$ cat src/rtl/hyperbus_wb_master.sv
// hbus 16-bit request responder: each request becomes one classic 32-bit Wishbone master cycle.
// Latency: request at cycle 0, cyc/stb at cycle 1, ready/valid one cycle after ack/err/final rty.
// Backpressure: hbus_busy masks new requests; optional ack watchdog under `HBUS_WB_TIMEOUT_EN.
module hyperbus_wb_master #(
    parameter int WB_ADDR_WIDTH   = 32,
    parameter int WB_DATA_WIDTH   = 32,
    parameter int HBUS_ADDR_WIDTH = 32,
    parameter int HBUS_DATA_WIDTH = 16,
    parameter int MAX_RETRY       = 4,
    parameter int TIMEOUT         = 256
) (
    input  logic                       wb_clk,
    input  logic                       wb_rst,
    input  logic [HBUS_ADDR_WIDTH-1:0] hbus_adr_i,
    input  logic [HBUS_DATA_WIDTH-1:0] hbus_dat_i,
    input  logic [1:0]                 hbus_mask_i,
    input  logic                       hbus_rrq,
    input  logic                       hbus_wrq,
    output logic [HBUS_DATA_WIDTH-1:0] hbus_dat_o,
    output logic                       hbus_ready,
    output logic                       hbus_valid,
    output logic                       hbus_busy,
    output logic                       hbus_err,
    output logic [WB_ADDR_WIDTH-1:0]   wb_adr_o,
    output logic [WB_DATA_WIDTH-1:0]   wb_dat_o,
    output logic [3:0]                 wb_sel_o,
    output logic                       wb_we_o,
    output logic                       wb_cyc_o,
    output logic                       wb_stb_o,
    output logic [2:0]                 wb_cti_o,
    output logic [1:0]                 wb_bte_o,
    input  logic [WB_DATA_WIDTH-1:0]   wb_dat_i,
    input  logic                       wb_ack_i,
    input  logic                       wb_err_i,
    input  logic                       wb_rty_i
);

    localparam logic [1:0] ST_IDLE  = 2'd0;
    localparam logic [1:0] ST_CYCLE = 2'd1;
    localparam logic [1:0] ST_RETRY = 2'd2;
    localparam logic [1:0] ST_RESP  = 2'd3;
    localparam int RW = $clog2(MAX_RETRY + 2);

    logic [1:0]                 r_state;
    logic [WB_ADDR_WIDTH-3:0]   r_wadr;
    logic                       r_lane;
    logic [HBUS_DATA_WIDTH-1:0] r_dat;
    logic [1:0]                 r_mask;
    logic                       r_we;
    logic                       r_null;
    logic                       r_err;
    logic [RW-1:0]              r_rty_cnt;
    logic [HBUS_DATA_WIDTH-1:0] r_dat_o;

    logic       w_accept;
    logic       w_cyc;
    logic       w_timeout;
    logic       w_fail;
    logic [3:0] w_sel;
    logic       w_unused;

    assign hbus_busy = (r_state == ST_CYCLE) || (r_state == ST_RETRY);
    assign w_accept  = (hbus_wrq || hbus_rrq) && !hbus_busy;
    // A fully masked write sits one cycle in CYCLE with no strobe so ready keeps the usual 2-cycle latency.
    assign w_cyc     = (r_state == ST_CYCLE) && !r_null;
    assign w_fail    = wb_err_i || (wb_rty_i && (r_rty_cnt == RW'(MAX_RETRY))) || w_timeout;

`ifdef HBUS_WB_TIMEOUT_EN
    localparam int TOW = $clog2(TIMEOUT + 1);
    logic [TOW-1:0] r_to_cnt;

    always_ff @(posedge wb_clk) begin
        if (wb_rst || (r_state != ST_CYCLE)) begin
            r_to_cnt <= '0;
        end else begin
            r_to_cnt <= r_to_cnt + 1'b1;
        end
    end

    assign w_timeout = (r_state == ST_CYCLE) && (r_to_cnt == TOW'(TIMEOUT - 1));
`else
    assign w_timeout = 1'b0;
`endif

    always_ff @(posedge wb_clk) begin
        if (wb_rst) begin
            r_state   <= ST_IDLE;
            r_wadr    <= '0;
            r_lane    <= 1'b0;
            r_dat     <= '0;
            r_mask    <= '0;
            r_we      <= 1'b0;
            r_null    <= 1'b0;
            r_err     <= 1'b0;
            r_rty_cnt <= '0;
            r_dat_o   <= '0;
        end else begin
            case (r_state)
                ST_IDLE, ST_RESP: begin
                    r_rty_cnt <= '0;
                    if (w_accept) begin
                        r_wadr  <= hbus_adr_i[WB_ADDR_WIDTH-1:2];
                        r_lane  <= hbus_adr_i[1];
                        r_dat   <= hbus_dat_i;
                        r_mask  <= hbus_mask_i;
                        r_we    <= hbus_wrq;
                        r_null  <= hbus_wrq && (hbus_mask_i == 2'b11);
                        r_err   <= 1'b0;
                        r_state <= ST_CYCLE;
                    end else begin
                        r_state <= ST_IDLE;
                    end
                end
                ST_CYCLE: begin
                    if (r_null) begin
                        r_state <= ST_RESP;
                    end else if (wb_ack_i) begin
                        r_state <= ST_RESP;
                        if (!r_we) begin
                            r_dat_o <= r_lane ? wb_dat_i[31:16] : wb_dat_i[15:0];
                        end
                    end else if (w_fail) begin
                        r_state <= ST_RESP;
                        r_err   <= 1'b1;
                        if (!r_we) begin
                            r_dat_o <= '0;
                        end
                    end else if (wb_rty_i) begin
                        r_rty_cnt <= r_rty_cnt + 1'b1;
                        r_state   <= ST_RETRY;
                    end
                end
                ST_RETRY: r_state <= ST_CYCLE;
                default:  r_state <= ST_IDLE;
            endcase
        end
    end

    always_comb begin
        w_sel = 4'b0000;
        if (r_we) begin
            w_sel = r_lane ? {~r_mask, 2'b00} : {2'b00, ~r_mask};
        end else begin
            w_sel = r_lane ? 4'b1100 : 4'b0011;
        end
    end

    assign wb_cyc_o = w_cyc;
    assign wb_stb_o = w_cyc;
    assign wb_we_o  = w_cyc && r_we;
    assign wb_adr_o = w_cyc ? {r_wadr, 2'b00} : '0;
    assign wb_dat_o = (w_cyc && r_we) ? {r_dat, r_dat} : '0;
    assign wb_sel_o = w_cyc ? w_sel : 4'b0000;
    assign wb_cti_o = 3'b000;
    assign wb_bte_o = 2'b00;

    assign hbus_ready = (r_state == ST_RESP) && r_we;
    assign hbus_valid = (r_state == ST_RESP) && !r_we;
    assign hbus_err   = (r_state == ST_RESP) && r_err;
    assign hbus_dat_o = r_dat_o;

    // Byte-address bit 0 has no meaning on a 16-bit request.
    assign w_unused = ^{hbus_adr_i[0], (TIMEOUT > 0)};

endmodule

$ cat config.mk
export PLATFORM = sky130hd
export DESIGN_NAME = hyperbus_wb_master
export DESIGN_NICKNAME = d
export VERILOG_FILES = /design/src/rtl/hyperbus_wb_master.sv
export SDC_FILE = /design/constraint.sdc
export NUM_CORES = 1
export LEC_CHECK = 0
export ABC_AREA = 1
export CORE_MARGIN = 8
export CORE_UTILIZATION = 43
export CTS_CLUSTER_DIAMETER = 200
export DETAILED_ROUTE_END_ITERATION = 8
export GPL_TIMING_DRIVEN = 0
export HOLD_SLACK_MARGIN = 0.08
export PLACE_DENSITY = 0.88
export SYNTH_ARGS = -nofsm -noshare
export SYNTH_HDL_FRONTEND = slang
export SYNTH_SLANG_ARGS = --single-unit
$ cat constraint.sdc
create_clock -name wb_clk -period 3.7 [get_ports wb_clk]
set_input_delay 0.555 -clock wb_clk [delete_from_list [all_inputs] [get_ports wb_clk]]
set_output_delay 0.555 -clock wb_clk [all_outputs]
set_load 0.05 [all_outputs]
==> qor.yml <==
sta:
  max_freq_ghz: 0.2861
  hold_viol: 0
  rsz0062_at_grt: "no"
  fin_tns_setup_ns: 0
  slew_violations: 0
  period_share_pct: 94.47
  finalCriticalPeriod_ns: 3.495
  relSlewSlack_pct: 64.09
  setup_viol: 0
  worst_clock_skew_ns: 0.01271
  worstMarginPinSlew_ns: 0.5369
global_routing:
  use_met1_pct: 22.70
  grt_pass1_vias: 3990
  grt_pass1_wl_mm: 18.73
  grt_max_degree: 14
  track_usage_pct: 20.06
  grt_use_met2_pct: 34.72
  antenna_found_initial: 0
  use_met3_pct: 5.879
  gr-total-overflow: 0
  top_usage_layer: "met2"
floorplan:
  coreArea_um2: 8093
  dieArea_um2: 11360
  die_w_um: 106.6
  rows: 33
  initial_core_util_pct: 43.60
  die-height_um: 106.6
  num_io_pins: 185
pwr:
  ir_drop_v: 0.0003845
  combPwrFrac_pct: 47.9
  power_density_nw_per_um2: 587.4
  leakagePower_nw: 2.616
  sw_frac_of_total_pct: 42.99
  seq_power_share_pct: 31.3
  internal_power_w: 0.001908
  netSwitchingPower_w: 0.001438
  pwr-share-clk_pct: 20.7
final_layout:
  final_core_util_pct: 70.38
  n_antenna_cell: 0
  final-seq-area_um2: 1461
  drive_gt1_share_pct: 8.345
  most-common-layout-cells: "clkdlybuf4s50_1 (163), nor2_1 (122), dfxtp_1 (73)"
  multi_input_area_um2: 1498
  fill_cells: 651
  syn_to_final_growth_pct: 61.42
  fin_nets: 809
  layout_commonest_cell: "clkdlybuf4s50_1"
  finalNonFillerCells: 824
  design_area_um2: 5695
synthesis:
  ys_warn_count: 0
  synth_cells: 521
  ys_ff_latch: 73
  synthMuxAreaShare_pct: 0
  seq_area_frac_synth_pct: 41.42
  synth_simple_gate_area_share_pct: 20.46
  synth_xor_xnor_area_share_pct: 0.2482
  syn_avg_cell_area_um2: 6.772
  synth_compound_gate_area_share_pct: 18.87
  ys_types: 22
  synth_fa_ha_area_share_pct: 2.128
  synth_top_family_by_area: "simple AND/OR/NAND/NOR gates"
  syn_area_um2: 3528
critical_path:
  critPathLaunchType: "flip-flop"
  critPathMaxStageDelay_ns: 0.85
  cp_slowest_cell: "clkdlybuf4s50_1"
  cp_max_fo: 10
  setup.worst_path.class: "reg -> out"
  crit_chain: "inv_1, ha_1, buf_2, nand2_2, inv_1, nand2_1, buf_2, nor2_1, clkdlybuf4s50_1"
  worstPathRequired_ns: 3.14
  cp-end-kind: "output pin"
  critPathArrivalTime_ns: 2.94
drt:
  drt_iter0_markers: 138
  wirelength_mm: 11.82
  wl_per_cell_um: 14.34
  drt_first_pass_iters: 5
  vias: 3911
  drtAntennaViolNets: 0
  drc: 0
  vias_per_cell: 4.746
clocking:
  cts_inserted_buffers: 9
  cts_setup_buffers: 0
  h-tree-depth: 3
  clockRootBuffer: "clkbuf_8"
  clock_path_buffers: 2
  ctsHoldBuffers: 0
  path_clk_slew_ns: 0.08
  cts.sinks: 73
  insertion_delay_ns: 0.34
  ctsResizeCount: 0
  cts_tree: "built"
placement:
  dpl.hpwl_mm: 9.408
  io_buffers: 176
  gp_congestion: 0.9250
  dpl.cell_count: 808
  placed_cell_area_um2: 5444
outcome:
  status: "complete, no violations"
flow_run:
  cap_violations: 0
worst_hold_path:
  hp-class: "reg -> reg"
[area by class of cell]
cell class	count	share of cell area, %
plain buffers	54	5.909
well taps	105	2.307
flip-flops and latches	73	25.66
multi-input cells	332	26.30
clock inverters	6	1.604
inverters	68	4.482
clock buffers	10	2.241
repair buffers	176	31.50
[cell families after synthesis]
| kind of cell | after synthesis |
|---|---|
| XOR/XNOR | 1 |
| AND/OR/NAND/NOR | 188 |
| other | 1 |
| AO/OA/AOI/OAI | 130 |
| buffers and inverters | 122 |
| adder cells (fa/ha/maj) | 6 |
| flip-flops | 73 |
[synth_stat cells]
master    number  area, um2
conb_1         1      3.750
nor2_1       122      457.9
clkbuf_1      14      52.55
nand2_2        1      6.260
buf_2         11      55.05
xnor2_1        1      8.760
o21ai_0       66      330.3
clkinv_1       2      7.510
a21oi_4        1      16.27
a21oi_2        1      8.760
dfxtp_1       73       1461
buf_1          1      3.750
inv_1         63      236.5
ha_1           6      75.07
inv_2          3      11.26
nand2_1       57      214.0
nand4_1        3      18.77
o21ai_1        2      10.01
nand3_1        5      25.02
buf_6          4      45.04
a21oi_1       60      300.3
buf_4         24      180.2
[power groups by stage]
stage	clock, W	combinational, W	sequential [W]
floorplan	0	0.000971	0.00118
global placement	0	0.00156	0.00106
detailed placement	0	0.00160	0.00107
CTS	0.000701	0.00161	0.00105
global route	0.000733	0.00174	0.00107
finish	0.000693	0.00160	0.00105
[critical path: cells and delay by family, from the launching register on]
family	cells	cell delay, ns
buf+inv	5	1.56
simple gates	3	0.54
flops	1	0.33
fa+ha+maj	1	0.16
[path summary, 6_finish.rpt]
path | start | end | slack, ns | depth (start not counted)
min | r_wadr[6] | r_wadr[6] | 0.46 | 2
max reg2reg | r_state[0] | r_dat[3] | 1.83 | 8
min reg2reg | r_wadr[6] | r_wadr[6] | 0.46 | 2
max | r_state[1] | wb_dat_o[9] | 0.20 | 9
[stage by stage]
stage	hold slack [ns]	power (W)	worst slack [ns]
detailed placement	0.4465	0.002670	0.4364
global placement	0.4409	0.002617	0.5337
floorplan	0.4300	0.002147	0.5059
finish	0.4565	0.003346	0.2046
CTS	0.4587	0.003361	0.06627
global route	0.4760	0.003543	0.001065
[registers in the layout (all words and copies together) (netlist names), 2 cells and up]
register    count
hbus_dat_o     16
r_dat          16
r_mask          2
r_rty_cnt       3
r_state         2
r_wadr         30
[per-layer routing]
metal,share of wire (%),vias to the layer above
met2,48,158
li1,-,1974
met5,0,-
met4,2.1,0
met3,8.3,26
met1,42,1753
Power figures use the tool's default switching activity.
